$ cat src/rtl/cost_port_arbiter_pkg.sv
// Shared solver package: default widths of the cost-table read port (W/J index,
// Cost data), burst limit and the arbiter state encoding.
package cost_port_arbiter_pkg;

   localparam int NREQ_DEF      = 4;
   localparam int AW_DEF        = 3;   // width of each of W and J on the cost-table port
   localparam int CW_DEF        = 7;   // Cost word width on the cost-table port
   localparam int MAX_BURST_DEF = 8;

   typedef enum logic {
      IDLE = 1'b0,
      LOCK = 1'b1
   } arb_state_e;

endpackage

$ cat src/rtl/rr_pick.sv
// Combinational round-robin priority encoder: first asserted request scanning
// ptr, ptr+1, ... mod N, returned one-hot together with an any-request flag.
module rr_pick #(
   parameter int N  = 4,
   parameter int PW = (N > 1) ? $clog2(N) : 1
) (
   input  logic [N-1:0]  req_i,
   input  logic [PW-1:0] ptr_i,
   output logic [N-1:0]  gnt_o,
   output logic          any_o
);

   logic [PW-1:0] idx;

   // NOTE: every output and temporary is given a default before the scan so no
   // path through the loop leaves a value unassigned, which would infer a latch.
   always_comb begin
      gnt_o = '0;
      any_o = 1'b0;
      idx   = '0;
      for (int i = 0; i < N; i++) begin
         idx = PW'((int'(ptr_i) + i) % N);
         if (!any_o && req_i[idx]) begin
            gnt_o[idx] = 1'b1;
            any_o      = 1'b1;
         end
      end
   end

endmodule

$ cat src/rtl/cost_port_arbiter.sv
// Round-robin arbiter sharing the cost-table read port between NREQ search
// engines: locked bursts, registered W/J, Cost returned with a one-hot tag.
module cost_port_arbiter
   import cost_port_arbiter_pkg::*;
#(
   parameter int NREQ      = NREQ_DEF,
   parameter int AW        = AW_DEF,
   parameter int CW        = CW_DEF,
   parameter int MAX_BURST = MAX_BURST_DEF
) (
   input  logic               CLK,
   input  logic               RST,
   input  logic [NREQ-1:0]    req,
   input  logic [NREQ-1:0]    last,
   input  logic [NREQ*AW-1:0] w_in,
   input  logic [NREQ*AW-1:0] j_in,
   output logic [NREQ-1:0]    gnt,
   output logic [AW-1:0]      W,
   output logic [AW-1:0]      J,
   input  logic [CW-1:0]      Cost,
   output logic [NREQ-1:0]    rvalid,
   output logic [CW-1:0]      rdata,
   output logic               ovf
);

   localparam int PW   = $clog2(NREQ);
   localparam int CNTW = $clog2(MAX_BURST + 1);

   arb_state_e      state_q, state_d;
   logic [PW-1:0]   ptr_q, ptr_d, owner_q, owner_d, pick_idx, owner_nxt;
   logic [NREQ-1:0] gnt_q, gnt_d, pick_gnt, tag_q, rvalid_q;
   logic [CNTW-1:0] cnt_q, cnt_d, cnt_inc;
   logic            ovf_q, ovf_d;
   logic            pick_any, accept, owner_last, hit_max, rel_burst;
   logic [AW-1:0]   w_q, j_q;
   logic [CW-1:0]   rdata_q;
   logic [AW-1:0]   w_arr [NREQ];
   logic [AW-1:0]   j_arr [NREQ];

   for (genvar k = 0; k < NREQ; k++) begin : g_unpack
      assign w_arr[k] = w_in[k*AW +: AW];
      assign j_arr[k] = j_in[k*AW +: AW];
   end

   rr_pick #(
      .N  (NREQ),
      .PW (PW)
   ) u_pick (
      .req_i (req),
      .ptr_i (ptr_q),
      .gnt_o (pick_gnt),
      .any_o (pick_any)
   );

   always_comb begin
      pick_idx = '0;
      for (int k = 0; k < NREQ; k++) begin
         if (pick_gnt[k]) pick_idx = PW'(k);
      end
   end

   // Only the owner's req/last matter while locked; everyone else is ignored.
   assign accept     = (state_q == LOCK) && req[owner_q];
   assign owner_last = last[owner_q];
   assign cnt_inc    = cnt_q + 1'b1;
   assign hit_max    = (cnt_inc == CNTW'(MAX_BURST));
   assign rel_burst  = accept && (owner_last || hit_max);
   assign owner_nxt  = (owner_q == PW'(NREQ - 1)) ? '0 : owner_q + 1'b1;

   always_comb begin
      state_d = state_q;
      ptr_d   = ptr_q;
      owner_d = owner_q;
      gnt_d   = gnt_q;
      cnt_d   = cnt_q;
      ovf_d   = 1'b0;
      unique case (state_q)
         IDLE: begin
            gnt_d = '0;
            if (pick_any) begin
               state_d = LOCK;
               gnt_d   = pick_gnt;
               owner_d = pick_idx;
               cnt_d   = '0;
            end
         end
         LOCK: begin
            if (accept) cnt_d = cnt_inc;
            if (rel_burst) begin
               state_d = IDLE;
               gnt_d   = '0;
               ptr_d   = owner_nxt;
               ovf_d   = hit_max && !owner_last;
            end
         end
         default: state_d = IDLE;
      endcase
   end

   // NOTE: all state is updated with non-blocking assignments so every register
   // samples pre-edge values regardless of statement order.
   always_ff @(posedge CLK) begin
      if (RST) begin
         state_q  <= IDLE;
         ptr_q    <= '0;
         owner_q  <= '0;
         gnt_q    <= '0;
         cnt_q    <= '0;
         ovf_q    <= 1'b0;
         w_q      <= '0;
         j_q      <= '0;
         tag_q    <= '0;
         rvalid_q <= '0;
         rdata_q  <= '0;
      end else begin
         state_q  <= state_d;
         ptr_q    <= ptr_d;
         owner_q  <= owner_d;
         gnt_q    <= gnt_d;
         cnt_q    <= cnt_d;
         ovf_q    <= ovf_d;
         if (accept) begin
            w_q <= w_arr[owner_q];
            j_q <= j_arr[owner_q];
         end
         // Tag travels with W/J, then strobes rvalid as the sampled Cost leaves.
         tag_q    <= accept ? gnt_q : '0;
         rvalid_q <= tag_q;
         if (|tag_q) rdata_q <= Cost;
      end
   end

   assign gnt    = gnt_q;
   assign W      = w_q;
   assign J      = j_q;
   assign rvalid = rvalid_q;
   assign rdata  = rdata_q;
   assign ovf    = ovf_q;

endmodule

$ cat config.mk
export PLATFORM = sky130hd
export DESIGN_NAME = cost_port_arbiter
export DESIGN_NICKNAME = d
export VERILOG_FILES = /design/src/rtl/cost_port_arbiter_pkg.sv /design/src/rtl/rr_pick.sv /design/src/rtl/cost_port_arbiter.sv
export SDC_FILE = /design/constraint.sdc
export NUM_CORES = 1
export LEC_CHECK = 0
export ABC_AREA = 1
export BUFFER_PORTS_ARGS = -buffer_cell sky130_fd_sc_hd__buf_2
export CORE_ASPECT_RATIO = 1.25
export CORE_MARGIN = 2
export CORE_UTILIZATION = 45
export DETAILED_ROUTE_END_ITERATION = 8
export PLACE_DENSITY = 0.7
export SLEW_MARGIN = 5
export SYNTH_ARGS = -nofsm -noshare
export SYNTH_HDL_FRONTEND = slang
export SYNTH_HIERARCHICAL = 1
export SYNTH_SLANG_ARGS = --single-unit
$ cat constraint.sdc
create_clock -name CLK -period 6.2 [get_ports CLK]
set_input_delay 0.31 -clock CLK [delete_from_list [all_inputs] [get_ports CLK]]
set_output_delay 0.31 -clock CLK [all_outputs]
set_load 0.05 [all_outputs]
==> impl_metrics.json, run 1 <==
{
  "synth_top_cell_by_area": "dfxtp_1",
  "drt-total-wl_mm": 4.487,
  "via_per_inst": 4.882,
  "syn_avg_cell_area_um2": 6.845,
  "die_w_um": 63.30,
  "hold_buffers": 0,
  "outcome": "complete, no violations",
  "leakage_nw": 1.186,
  "synth-xor-area-share_pct": 0,
  "hold_path_class": "input port to flip-flop",
  "crit_type": "flip-flop to flip-flop",
  "max_freq_mhz": 422.1,
  "crit_chain": "inv_2, ha_1, inv_1, nand3_1, nand2_1, nand2_2, nor2_4, nand2_1, nand2_1, inv_1, nor2_1, nand2_1, a21oi_2",
  "cts_setup_buffers": 0,
  "clk_latency_ps": 280,
  "yosys-top-cells-count": "58 x nor2_1, 57 x nand2_1, 35 x dfxtp_1",
  "synth_edf_count": 0,
  "grt_max_degree": 20,
  "yosysWarnings": 6,
  "synthCells": 289,
  "power.density_nw_per_um2": 287.9,
  "maxSlewHeadroom_pct": 55.94,
  "cp.required_ps": 6410,
  "antenna_found_initial": 0,
  "drc": 0,
  "synthAdderAreaFrac_pct": 5.693,
  "hpwlAfterDp_mm": 3.502,
  "power_switching_mw": 0.2822,
  "grt_pass1_vias": 1821,
  "synth_top_family_by_area": "simple AND/OR/NAND/NOR gates",
  "cp_slowest_cell": "dfxtp_1",
  "cts.sinks": 35,
  "pwr-share-comb_pct": 37.6,
  "finalMaxSlewViolations": 0,
  "cts_resized": 0,
  "ys_types": 27,
  "total_power_mw": 0.6889,
  "postRouteAntennaNets": 0,
  "row_count": 26,
  "drive_gt1_share_pct": 25.00,
  "slowest_delay_ps": 550,
  "cts_root_buf": "clkbuf_8",
  "routabilityCongestion": 0.8743,
  "fin_crit_ps": 2369,
  "initial_core_util_pct": 47.51,
  "numCtsBuffers": 5,
  "rsz0062_at_grt": "false",
  "crit_family": "simple AND/OR/NAND/NOR gates",
  "syn2layout_area_growth_pct": 20.94,
  "timing.final.crit_share_pct": 38.21,
  "synth_top_area_share_pct": 35.42,
  "finalHoldViolCount": 0,
  "grt_first_pass_wirelength_mm": 7.672,
  "critical_path.endpoint_type": "flip-flop",
  "die_h_um": 78.13,
  "synth_mux_area_share_pct": 0,
  "clk_pin_slew_ps": 70,
  "synthTopCellsByArea": "dfxtp_1 35%, nor2_1 11%, nand2_1 11%",
  "port_buffers": 62,
  "synth_ff_type": "dfxtp_1",
  "synth_compound_area_share_pct": 13.73,
  "antenna_cells": 0,
  "firstDrtPassIters": 4,
  "synthMostInstantiatedCell": "nor2_1",
  "async_flop_share_pct": 0,
  "core_um2": 4164,
  "seq_area_frac_synth_pct": 35.42,
  "grt_overflow": 0,
  "clock_skew_ps": 4.114,
  "setup_tns_ps": 0,
  "seqPwrFrac_pct": 40.4,
  "internal_power_mw": 0.4066,
  "clk_path_buf_depth": 2,
  "syn_area_um2": 1978,
  "start_kind": "flip-flop",
  "worst_path_most_repeated_cell": "nand2_1",
  "setup_viol": 0,
  "ios": 63,
  "drt_iter0_drc": 116,
  "cp.arrival_ps": 2580,
  "ys_seq_elements": 35,
  "cp_num_buf_inv": 3,
  "peakVddDrop_mv": 0.1533,
  "pwr-share-clk_pct": 22.0,
  "p_sw_share_pct": 40.97,
  "grt_usage_pct": 18.79,
  "die_area_um2": 4945,
  "tritoncts": "yes",
  "timing.max_cap.violations": 0,
  "num_vias": 1992,
  "wire_per_inst_um": 11.00,
  "syn-num-nets": 339,
  "final_nets": 401,
  "max_slew.worst_pin.slew_ps": 660.0,
  "synthSimpleGateAreaFrac_pct": 36.12,
  "path_max_fanout": 11,
  "htreeDepth": 2
}
[path summary, 6_finish.rpt]
path	slack, ps	end	cells after the start	startpoint
worst max-delay path	3830	cnt_q[3]$_SDFFE_PP0P_	13	ptr_q[0]$_SDFFE_PP0P_
worst min register to register	440	rvalid[2]$_SDFF_PP0_	2	tag_q[2]$_SDFF_PP0_
worst min-delay path	250	rdata[1]$_SDFFE_PP0P_	3	Cost[1]
worst max register to register	3830	cnt_q[3]$_SDFFE_PP0P_	13	ptr_q[0]$_SDFFE_PP0P_
[cells by family after synthesis]
| kind of cell | after synthesis |
|---|---|
| flops | 35 |
| fa+ha+maj | 9 |
| simple gates | 157 |
| buf+inv | 41 |
| compound gates | 47 |
[layer usage]
metal | wire length (um) | GRT usage, % | up-vias | part of all wire [%]
li1 | - | - | 1053 | -
met1 | 2017 | 22.46 | 896 | 45
met4 | 35 | 4.783 | 0 | 0.78
met5 | 0 | 0 | - | 0
met3 | 125 | 4.298 | 5 | 2.8
met2 | 2309 | 33.83 | 38 | 51
[state kept, by name (all words and copies together), names as in the netlist]
| register | flops |
|---|---|
| gnt | 4 |
| J | 3 |
| rdata | 7 |
| rvalid | 4 |
| ovf | 1 |
| state_q | 1 |
| ptr_q | 2 |
| owner_q | 2 |
| W | 3 |
| tag_q | 4 |
| cnt_q | 4 |
[per-stage QoR]
step	worst slack (ps)	utilization (%)	hold WS (ps)	cells	area, um^2
detailed placement	3850	55.50	428.5	400	2311
CTS	3837	57.45	246.5	408	2392
finish	3831	57.45	252.5	408	2392
floorplan	4142	-	379.1	289	1978
global placement	3959	55.50	425.0	400	2311
global route	3585	57.45	248.7	408	2392
[layout by cell type, fill, tap and decap left out]
| master | Yosys | layout |
|---|---|---|
| o21ai_0 | 27 | 27 |
| nand2_2 | 4 | 4 |
| dfxtp_1 | 35 | 35 |
| inv_1 | 31 | 31 |
| ha_1 | 9 | 9 |
| clkinv_2 | 1 | 2 |
| o22ai_1 | 6 | 6 |
| a21oi_2 | 3 | 3 |
| nand3_4 | 2 | 2 |
| o21a_1 | 2 | 2 |
| buf_2 | 2 | 62 |
| clkbuf_1 | 2 | 2 |
| inv_4 | 1 | 1 |
| nand4_1 | 2 | 2 |
| clkbuf_8 | 0 | 5 |
| a21oi_1 | 7 | 7 |
| nand3_2 | 4 | 4 |
| inv_2 | 1 | 1 |
| a21oi_4 | 1 | 1 |
| nand2_1 | 57 | 57 |
| nand3_1 | 27 | 27 |
| nand2_4 | 1 | 1 |
| nor2_1 | 58 | 58 |
| a31oi_1 | 1 | 1 |
| nor3b_2 | 1 | 1 |
| nor2_4 | 1 | 1 |
[final cells by class]
type | count | area, um^2
Timing Repair Buffer | 62 | 310.3
Fill cell | 446 | 1772
Clock inverter | 1 | 5.005
Multi-Input combinational cell | 213 | 1099
Inverter | 34 | 131.4
Sequential cell | 35 | 700.7
Tap cell | 56 | 70.07
Clock buffer | 7 | 76.32
[power groups by stage]
stage               Combinational [mW]  Sequential (mW)  Clock (mW)
finish                           0.259            0.278       0.152
global route                     0.290            0.283       0.167
CTS                              0.261            0.279       0.157
detailed placement               0.260            0.283           0
global placement                 0.257            0.282           0
floorplan                        0.164            0.324           0
[worst reg2reg max path: stages, from the launching register on]
cell     delay, ps
dfxtp_1        550
inv_2          170
ha_1           370
inv_1          120
nand3_1         80
nand2_1        100
nand2_2         80
nor2_4         120
nand2_1         60
nand2_1        100
inv_1          100
nor2_1         240
nand2_1        110
a21oi_2        120
Note: power is estimated with default switching activity, not from simulation.
==> run 2: changes to the inputs <==
==> constraint.sdc (replaced) <==
create_clock -name CLK -period 2.2 [get_ports CLK]
set_input_delay 0.11 -clock CLK [delete_from_list [all_inputs] [get_ports CLK]]
set_output_delay 0.11 -clock CLK [all_outputs]
set_load 0.05 [all_outputs]
==> run 2 against run 1 <==
  * Global-route usage up 1.8 points
  * Sequential power rose to 2.7 times the previous value
  * Routed wire length up 5.2%
  * Combinational power rose to 3.0 times the previous value
  * Critical path type unchanged
  * Highest routed layer unchanged
==> impl_metrics.json, run 2 (synthesis gave the netlist of run 1 again) <==
{
  "grt_pass1_vias": 2019,
  "die_w_um": 63.30,
  "path_max_fanout": 6,
  "syn2layout_area_growth_pct": 24.54,
  "timing.final.crit_share_pct": 88.88,
  "wire_per_inst_um": 11.43,
  "regArea_um2": 700.7,
  "core_um2": 4164,
  "drt_iter0_drc": 166,
  "clk_latency_ps": 280,
  "clk_path_buf_depth": 2,
  "antenna_cells": 0,
  "clock_skew_ps": 6.391,
  "drive_gt1_share_pct": 27.17,
  "max_freq_mhz": 511.4,
  "hold_buffers": 0,
  "die_area_um2": 4945,
  "grt_overflow": 0,
  "ios": 63,
  "antenna_found_initial": 0,
  "cp.arrival_ps": 2140,
  "leakage_nw": 1.226,
  "cts_root_buf": "clkbuf_8",
  "setup_viol": 0,
  "numCtsBuffers": 5,
  "power.density_nw_per_um2": 856.9,
  "grt_usage_pct": 20.62,
  "initial_core_util_pct": 47.51,
  "utilization_pct": 59.16,
  "final_nets": 406,
  "firstDrtPassIters": 4,
  "outcome": "complete, no violations",
  "multiInputGateArea_um2": 1101,
  "port_buffers": 62,
  "grt_max_degree": 19,
  "final_cell_mix": "62 x buf_2, 57 x nor2_1, 57 x nand2_1",
  "largest_reg_flops": 7,
  "cp.required_ps": 2380,
  "row_count": 26,
  "grt_first_pass_wirelength_mm": 8.286,
  "clk_pin_slew_ps": 70,
  "crit_type": "flip-flop to flip-flop",
  "critical_path.endpoint_type": "flip-flop",
  "drt-total-wl_mm": 4.720,
  "num_vias": 2052,
  "postRouteAntennaNets": 0,
  "fin_crit_ps": 1955,
  "hpwlAfterDp_mm": 3.633,
  "layout_commonest_cell": "buf_2",
  "tritoncts": "yes",
  "hold_path_class": "input port to flip-flop",
  "maxSlewHeadroom_pct": 69.88,
  "start_kind": "flip-flop",
  "drc": 0,
  "peakVddDrop_mv": 0.4821,
  "routabilityCongestion": 0.8252,
  "finalMaxSlewViolations": 0,
  "fillers": 437,
  "timing.max_cap.violations": 0,
  "cts.sinks": 35,
  "finalHoldViolCount": 0,
  "htreeDepth": 2,
  "setup_tns_ps": 0,
  "die_h_um": 78.13,
  "via_per_inst": 4.969,
  "max_slew.worst_pin.slew_ps": 451.3,
  "rsz0062_at_grt": "false"
}
run 2: changes by cell type in the layout (fill, tap and decap cells not counted), sizes merged:
| cell | delta |
|---|---|
| buf | +5 |
| clkbuf | -2 |
| bufinv | +1 |
| clkinv | +1 |
run 2: what timing repair did:
item	CTS	global route
gates resized for setup	0	2
setup buffers	0	0
endpoints found under the setup margin	0	4
run 2: through the flow:
stage          hold WS, ps  setup WS, ps  area [um^2]  cells  total power, mW
3_3_place_gp         336.2         307.5         2349    405            1.542
2_1_floorplan        179.1         141.8         1978    289            1.373
6_report             44.35         244.6         2464    413            2.111
4_1_cts              42.16         199.4         2461    413            2.121
3_5_place_dp         340.6         234.0         2349    405            1.554
5_1_grt              54.92         45.76         2464    413            2.262
run 2: worst max-delay path, cell delays in order (launching register included):
cell     delay, ps
dfxtp_1        350
inv_2           50
ha_1           330
inv_2           90
nand3_1         70
nand2_1        110
nand2_2         80
nor2_4         120
nand2_1         60
nand2_1        100
inv_1          110
nand2_1        120
o21ai_0        100
o21a_1         170
run 2: final cells by class:
| class | instances | share of cell area (%) |
|---|---|---|
| clock inverter | 3 | 1.778 |
| tap | 56 | 2.844 |
| timing repair buffer | 67 | 14.12 |
| clock buffer | 5 | 2.793 |
| sequential | 35 | 28.44 |
| multi-input combinational | 213 | 44.69 |
| inverter | 34 | 5.333 |
run 2: final timing paths:
path | startpoint | end | slack, ps | cells after the start
worst max-delay path | ptr_q[0]$_SDFFE_PP0P_ | owner_q[0]$_SDFFE_PP0P_ | 240 | 13
worst min-delay path | Cost[1] | rdata[1]$_SDFFE_PP0P_ | 40 | 3
worst max register to register | ptr_q[0]$_SDFFE_PP0P_ | owner_q[0]$_SDFFE_PP0P_ | 240 | 13
worst min register to register | tag_q[1]$_SDFF_PP0_ | rvalid[1]$_SDFF_PP0_ | 430 | 2
run 2: per-layer routing:
layer / vias up / track usage [%] / routed length (um)
met5: - / 0 / 0
met4: 0 / 8.043 / 90
met3: 10 / 4.298 / 172
met2: 39 / 39.68 / 2524
met1: 941 / 21.58 / 1932
li1: 1062 / - / -
run 2: where the power goes:
| group | internal, mW | switching [mW] |
|---|---|---|
| Combinational | 0.241 | 0.543 |
| Clock | 0.337 | 0.230 |
| Sequential | 0.700 | 0.0604 |
| Total | 1.28 | 0.833 |
